===== config.mk =====
export PLATFORM = sky130hd
export DESIGN_NAME = alu_arbiter
export DESIGN_NICKNAME = d
export VERILOG_FILES = /design/src/rtl/alu_arbiter.sv
export SDC_FILE = /design/constraint.sdc
export NUM_CORES = 1
export LEC_CHECK = 0
export CORE_ASPECT_RATIO = 1.5
export CORE_MARGIN = 2
export CORE_UTILIZATION = 37
export DETAILED_ROUTE_END_ITERATION = 8
export DONT_BUFFER_PORTS = 1
export MAX_ROUTING_LAYER = met4
export SLEW_MARGIN = 30
export SYNTH_ARGS = -nofsm -noshare
export SYNTH_HDL_FRONTEND = slang
export SYNTH_SLANG_ARGS = --single-unit

===== constraint.sdc =====
create_clock -name clk -period 5.2 [get_ports clk]
set_input_delay 0.78 -clock clk [delete_from_list [all_inputs] [get_ports clk]]
set_output_delay 0.78 -clock clk [all_outputs]
set_load 0.01 [all_outputs]

===== src/rtl/alu_arbiter.sv =====
// Two-requester round-robin front end sharing one 8-bit ALU, one operation in flight at a time.
// Latency: grant edge, one EXEC edge writes the result register, HOLD until the consumer takes it.
// Backpressure: readies are low outside IDLE, so a stalled consumer holds off both requesters.
module alu_arbiter (
    input  logic       clk,
    input  logic       rst_n,
    input  logic       req0_valid,
    input  logic [3:0] req0_a,
    input  logic [3:0] req0_b,
    input  logic [2:0] req0_sel,
    output logic       req0_ready,
    input  logic       req1_valid,
    input  logic [3:0] req1_a,
    input  logic [3:0] req1_b,
    input  logic [2:0] req1_sel,
    output logic       req1_ready,
    output logic       res_valid,
    output logic [7:0] res_data,
    output logic       res_id,
    input  logic       res_ready,
    output logic       busy
);

    typedef enum logic [1:0] {
        ST_IDLE = 2'd0,
        ST_EXEC = 2'd1,
        ST_HOLD = 2'd2
    } state_t;

    state_t     state_q, state_d;
    logic       ptr_q, ptr_d;       // 1: requester 1 wins a tie
    logic [3:0] a_q, a_d;
    logic [3:0] b_q, b_d;
    logic [2:0] sel_q, sel_d;
    logic       id_q, id_d;
    logic       res_valid_q, res_valid_d;
    logic [7:0] res_data_q, res_data_d;
    logic       res_id_q, res_id_d;

    logic       grant0;
    logic       grant1;
    logic [7:0] a_ext;
    logic [7:0] b_ext;
    logic [7:0] alu_res;

    // Grant is gated by rst_n so no ready can leak out while reset is held.
    always_comb begin
        grant0 = 1'b0;
        grant1 = 1'b0;
        if (rst_n && (state_q == ST_IDLE)) begin
            if (req0_valid && (!req1_valid || !ptr_q)) begin
                grant0 = 1'b1;
            end else if (req1_valid) begin
                grant1 = 1'b1;
            end
        end
    end

    assign a_ext = {4'b0000, a_q};
    assign b_ext = {4'b0000, b_q};

    always_comb begin
        alu_res = 8'h00;
        case (sel_q)
            3'b000:  alu_res = a_ext + b_ext;
            3'b001:  alu_res = a_ext - b_ext;
            3'b010:  alu_res = a_ext & b_ext;
            3'b011:  alu_res = a_ext | b_ext;
            3'b100:  alu_res = a_ext ^ b_ext;
            3'b101:  alu_res = ~a_ext;
            3'b110:  alu_res = a_ext * b_ext;
            default: alu_res = a_ext << b_q;
        endcase
    end

    always_comb begin
        state_d     = state_q;
        ptr_d       = ptr_q;
        a_d         = a_q;
        b_d         = b_q;
        sel_d       = sel_q;
        id_d        = id_q;
        res_valid_d = res_valid_q;
        res_data_d  = res_data_q;
        res_id_d    = res_id_q;
        case (state_q)
            ST_IDLE: begin
                if (grant0) begin
                    a_d     = req0_a;
                    b_d     = req0_b;
                    sel_d   = req0_sel;
                    id_d    = 1'b0;
                    ptr_d   = 1'b1;
                    state_d = ST_EXEC;
                end else if (grant1) begin
                    a_d     = req1_a;
                    b_d     = req1_b;
                    sel_d   = req1_sel;
                    id_d    = 1'b1;
                    ptr_d   = 1'b0;
                    state_d = ST_EXEC;
                end
            end
            ST_EXEC: begin
                res_data_d  = alu_res;
                res_id_d    = id_q;
                res_valid_d = 1'b1;
                state_d     = ST_HOLD;
            end
            ST_HOLD: begin
                if (res_ready) begin
                    res_valid_d = 1'b0;
                    state_d     = ST_IDLE;
                end
            end
            default: begin
                res_valid_d = 1'b0;
                state_d     = ST_IDLE;
            end
        endcase
    end

    always_ff @(posedge clk or negedge rst_n) begin
        if (!rst_n) begin
            state_q     <= ST_IDLE;
            ptr_q       <= 1'b0;
            a_q         <= 4'h0;
            b_q         <= 4'h0;
            sel_q       <= 3'b000;
            id_q        <= 1'b0;
            res_valid_q <= 1'b0;
            res_data_q  <= 8'h00;
            res_id_q    <= 1'b0;
        end else begin
            state_q     <= state_d;
            ptr_q       <= ptr_d;
            a_q         <= a_d;
            b_q         <= b_d;
            sel_q       <= sel_d;
            id_q        <= id_d;
            res_valid_q <= res_valid_d;
            res_data_q  <= res_data_d;
            res_id_q    <= res_id_d;
        end
    end

    assign req0_ready = grant0;
    assign req1_ready = grant1;
    assign res_valid  = res_valid_q;
    assign res_data   = res_data_q;
    assign res_id     = res_id_q;
    assign busy       = (state_q != ST_IDLE);

endmodule


==> results of run 1 <==
==> cells by family (layout without fill, tap and decap cells) <==
kind of cell,after synthesis,count (layout),synth area share
and+or+nand+nor,98,98,0.199
DFF,25,25,0.284
muxes,7,7,0.0403
AOI/OAI and AO/OA,63,63,0.209
xor gates and xnor gates,3,3,0.0119
adders and majority gates,31,31,0.197
buffers and inverters,32,23,0.0585
==> flip-flops by register name, summed over array words and instances, names as in the netlist <==
name,cells
a_q,4
id_q,1
res_data,8
state_q,2
res_valid,1
b_q,4
sel_q,3
res_id,1
ptr_q,1
==> cell type report <==
type	count	area, µm²
inverter	19	71.3
fill	622	3510
tap	72	90.1
clock buffer	4	45.0
sequential	25	626
multi-input combinational	202	1450
==> cells in the final DEF, fill, tap and decap left out, types with 2 or more instances in the layout <==
cell type and n:
a21o_1 2, o211ai_1 2, and3_1 3, a32oi_1 3, a31oi_1 11, o21bai_1 5, a221o_1 2, nor4_1 2
fa_1 6, nand2b_1 3, clkbuf_8 3, nand2_1 41, a211oi_1 3, xor2_1 2, nor2_1 38, o21ai_0 4
ha_1 25, nor2b_1 3, dfrtp_1 25, o21ai_1 4, inv_1 13, mux2i_1 4, nand3_1 2, a21oi_1 11
inv_2 6
==> through the flow <==
stage          utilization  area [µm²]  instances  setup WS [ns]  total power (W)
2_1_floorplan            -        2200        259           2.27          0.00132
3_3_place_gp         0.386        2230        318           2.12          0.00159
3_5_place_dp         0.386        2230        318           2.04          0.00159
4_1_cts              0.394        2280        322           2.03          0.00172
5_1_grt              0.394        2280        322           1.78          0.00190
6_report             0.394        2280        322           2.06          0.00171
==> routing by layer <==
layer  global-route usage  routed length (µm)  vias up
met5                    -                   0        -
met4                0.137                 374        0
met3               0.0194                 217       27
met2                0.315                2880       63
met1                0.217                2180      846
li1                     -                   -      895
==> power by group through the flow <==
stage               Combinational [W]  Sequential, W  Clock (W)
floorplan                    0.000927       0.000392          0
global placement              0.00110       0.000492          0
detailed placement            0.00110       0.000491          0
CTS                           0.00111       0.000487   0.000125
global route                  0.00125       0.000512   0.000133
finish                        0.00110       0.000489   0.000124
==> final timing paths <==
check	end	slack [ns]	cells past startpoint
worst max-delay path	res_data[3]	2.06	11
max in group asynchronous	res_data[7]	4.94	0
worst min-delay path	res_valid	0.18	0
worst max register to register	res_data[3]	2.06	11
min in group clk	ptr_q	0.50	2
worst min register to register	ptr_q	0.50	2
==> worst max-delay path: stages, from the launching register on <==
cell and delay (ns):
dfrtp_1 0.61, nand2_1 0.13, fa_1 0.49, inv_1 0.05, fa_1 0.52, inv_1 0.06, fa_1 0.53, nand2_1 0.05
o2111ai_1 0.12, o311ai_0 0.15, a211oi_1 0.23, o21bai_1 0.08
==> impl_metrics.ini, run 1 <==
[timing]
whs_ns = 0.177
hold_viol_final = 0
timing.final.crit_share = 0.604
period_needed_ns = 3.14
slew-limit-headroom = 0.506
finalSetupTns_ns = 0
fin_worst_skew_ns = 0.00237
finalSetupViolations = 0
rsz0062_at_grt = false
slew_violations = 0
fmax_mhz = 319
tightest_slew_ns = 0.739

[synthesis]
yosys.area.top_type = dfrtp_1
syn_area_per_cell_um2 = 8.50
syn-cell-area_um2 = 2200
ys_ff_latch = 25
synth_ff_type = dfrtp_1
synth.area.top_cells = dfrtp_1, ha_1, nand2_1, nor2_1, fa_1
synth_top_cell_area_share = 0.284
synth_edf_count = 0
synth.distinct_cells = 53
syn_inst = 259
yosysWarnings = 0
async_flop_share = 1.00
syn_nets = 317
ys_seq_area_frac = 0.284
synth.top_cells.by_count = nand2_1, nor2_1, dfrtp_1, ha_1, inv_1
yosysMostFrequentCell = nand2_1

[floorplan]
die_x_um = 67.0
io_pins = 40
start_util = 0.381
fp.dieH_um = 98.5
coreArea_um2 = 5790
rows = 34
die_area_um2 = 6600

[global_routing]
grt-ovfl-total = 0
grt_pass1_wl_um = 9320
grt.total_usage = 0.194
grt_pass1_vias = 1896
antenna_found_initial = 0
grt_max_degree = 29

[cts]
clk_latency_ns = 0.28
root_buffer = clkbuf_8
cts.htree.levels = 1
clk_pin_slew_ns = 0.09
post-cts-setup-buffer-count = 0
cts_tree = built
cts_resized = 0
clkSinkCount = 25
clockBufferDepth = 2
cts_hold_buf = 0
cts_buffers = 3

[outcome]
status = finished clean

[power_and_ir_drop]
power_density_nw_per_um2 = 752
pwr-share-clk = 0.072
p_comb_frac = 0.642
seq_power_share = 0.286
p_leak_nw = 1.05
power.switching_w = 0.000904
p_int_w = 0.000809
netSwitchingFraction = 0.528
ir_worst_vdd_v = 0.000321

[detailed_routing]
wl_um = 5650
route.vias.total = 1831
wl_per_cell_um = 17.5
drtIter0Drc = 43
first_pass_iters = 4
vias_per_cell = 5.69
drtAntennaViolNets = 0
drcViolationCount = 0

[final_layout]
drive_gt1_frac = 0.0680
nets = 309
areaGrowthSynthToFinish_pct = 3.52
n_antenna_cell = 0

[worst_setup_path]
crit_start = b_q[1]
r2r-start = b_q[1]
crit_required_ns = 5.37
crit_path_end_kind = flop
arrival_ns = 3.31
worstSetupPathType = flop to flop
crit_path_max_fanout = 12
start_kind = flop

[place]
place_hpwl_um = 4530
place_congestion = 0.948
io_buffers = 0

[worst_hold_path]
hp-class = input pin to async pin

[run]
max_cap_violations = 0
Note: power is estimated with default switching activity, not from simulation.
==> run 2, diff against run 1 <==
ABC_AREA = 1   (was default)
clock period = 2.6 ns   (was 5.2 ns; I/O delays follow)
==> impl_metrics.ini, run 2 <==
[power_and_ir_drop]
p_leak_nw = 1.40
p_total_w = 0.00408
ir_worst_vdd_v = 0.000589
power_density_nw_per_um2 = 1490

[worst_hold_path]
hold_depth = 2
holdPathEnd = sel_q[0]
worstHoldStart = req0_sel[0]
hp-class = input pin to flop

[timing]
fin_worst_skew_ns = 0.00300
timing.final.crit_share = 0.998
slew_violations = 0
slew-limit-headroom = 0.704
rsz0062_at_grt = true
fmax_mhz = 385
tightest_slew_ns = 0.444
finalSetupViolations = 0
period_needed_ns = 2.60
hold_viol_final = 0
setup_slack_ns = 0.00393
whs_ns = 0.228

[synthesis]
synth_top_family_by_area = simple AND/OR/NAND/NOR gates
yosys.area.top_type = dfrtp_1
ys_ff_latch = 25
syn-cell-area_um2 = 2430
synth-adder-area-share = 0.178
syn_nets = 400
yosysWarnings = 0
synth_xor_area_frac = 0
synth_ff_type = dfrtp_1
synth.top_cells.by_count = nand2_1, nor2_1, inv_1
synth.distinct_cells = 35
synth_simple_gate_area_frac = 0.318
synth_compound_area_frac = 0.131
syn_area_per_cell_um2 = 7.12
synth_top_cell_area_share = 0.257
synth.area.top_cells = dfrtp_1, ha_1, nand2_1, nor2_1, inv_1
muxShareOfSynthArea = 0
ys_seq_area_frac = 0.257
syn_inst = 342
synth_edf_count = 0
async_flop_share = 1.00
yosysMostFrequentCell = nand2_1

[worst_setup_path]
crit_path_end_kind = flop
cp_num_buf_inv = 3
arrival_ns = 2.78
r2r-end = res_data[7]
crit_top_cell = nand2_1
start_kind = flop
crit_required_ns = 2.79
r2r_slack_ns = 0.004
slowest_delay_ns = 0.48
reg2reg_depth = 15
worstSetupPathType = flop to flop
crit_chain = nand2_2 > fa_1 > inv_1 > fa_1 > buf_4 > ha_4 > nand2_1 > nor2_1 > nand2_1 > nand3_1 > nand2_1 > nand3_2 > nand3_2 > nand2_1 > inv_1
r2r-start = b_q[2]
crit_path_max_fanout = 4
critPathSlowestCell = fa_1
critical_path.top_delay_family = adder cells

[run]
max_cap_violations = 0

[detailed_routing]
wl_per_cell_um = 15.1
drcViolationCount = 0
drtIter0Drc = 108
route.vias.total = 2215
drtAntennaViolNets = 0
wl_um = 6550
first_pass_iters = 4
vias_per_cell = 5.12

[place]
dp_slack_ns = -0.0392
io_buffers = 0
placed_area_um2 = 2570
place_congestion = 1.01
place_hpwl_um = 5330

[cts]
clkSinkCount = 25
clk_latency_ns = 0.28
cts_buffers = 3
root_buffer = clkbuf_8
cts_tree = built
cts.htree.levels = 1
clockBufferDepth = 2
clk_pin_slew_ns = 0.10

[global_routing]
grt-ovfl-total = 0
grt.total_usage = 0.189
antenna_found_initial = 0
grt_pass1_wl_um = 10300
grt_pass1_vias = 2192
grt_max_degree = 26

[final_layout]
largest_register_ffs = 8
design_area_um2 = 2740
n_antenna_cell = 0
drive_gt1_frac = 0.202
nets = 416
final_cell_mix = nand2_1, nor2_1, inv_1, dfrtp_1
areaGrowthSynthToFinish_pct = 12.6
final_common_cell = nand2_1
fillers = 661
final_util = 0.426

[floorplan]
io_pins = 40
die_x_um = 70.2
start_util = 0.378
die_area_um2 = 7260
coreArea_um2 = 6440
fp.dieH_um = 103
rows = 36

[outcome]
status = finished clean
run 2: cell types whose count changed after synthesis, moves of 9 or more:
cell and delta:
a31oi_1 -9, nand2_2 +9, nor2_1 +13, o21ai_0 +11
nand3_1 +23, nand2_1 +27, inv_1 +37
run 2: worst reg2reg max path, cell delays in order (launching register included):
cell and delay (ns):
dfrtp_1 0.42, nand2_2 0.07, fa_1 0.48, inv_1 0.05
fa_1 0.48, buf_4 0.16, ha_4 0.26, nand2_1 0.05
nor2_1 0.08, nand2_1 0.07, nand3_1 0.06, nand2_1 0.06
nand3_2 0.08, nand3_2 0.07, nand2_1 0.07, inv_1 0.03
run 2: cell type report:
type	instances	area [µm²]	area share
clock buffer	3	41.3	0.0151
clock inverter	1	5.00	0.00183
inverter	53	200	0.0730
multi-input combinational	254	1600	0.583
sequential	25	628	0.229
tap	76	95.1	0.0347
timing repair buffer	21	173	0.0630
run 2: logic make-up (layout without fill, tap and decap cells):
kind of cell,after synthesis,count (layout)
flip-flops,25,25
AND/OR/NAND/NOR,169,169
adder cells (fa/ha/maj),31,31
AO/OA/AOI/OAI,54,54
buffers and inverters,63,78
run 2: power breakdown:
group | internal (W) | switching [W]
Sequential | 0.000586 | 0.000274
Combinational | 0.00121 | 0.00176
Clock | 0.000108 | 0.000143
run 2: what timing repair did:
item | in CTS | in global routing
endpoints found under the setup margin | 3 | 5
pin swaps | 1 | 6
hold buffers | 2 | 0
endpoints found under the hold margin | 25 | 0
setup buffers | 1 | 2
resized for setup | 3 | 11
run 2: routing by layer:
metal | GRT usage | vias to the layer above | routed length (µm)
met5 | - | - | 0
met3 | 0.0136 | 17 | 200
li1 | - | 1113 | -
met1 | 0.194 | 1020 | 2470
met2 | 0.359 | 65 | 3600
met4 | 0.101 | 0 | 280
run 2: stage by stage:
step,instances,setup TNS (ns)
2_1_floorplan,342,0
3_3_place_gp,424,-0.00401
3_5_place_dp,424,-0.0565
4_1_cts,431,0
5_1_grt,433,-0.406
6_report,433,0
run 2: how the worst max path moves through the flow:
stage,from,endpoint,slack [ns],cells past startpoint
after global placement,a_q[2],res_data[7],-0.004,13
after floorplan,b_q[1],res_data[3],0.0007,12
after CTS,b_q[1],res_data[4],0.003,13
after global routing,a_q[2],res_data[7],-0.11,15
after detailed placement,a_q[2],res_data[7],-0.04,12
final,b_q[2],res_data[7],0.004,15
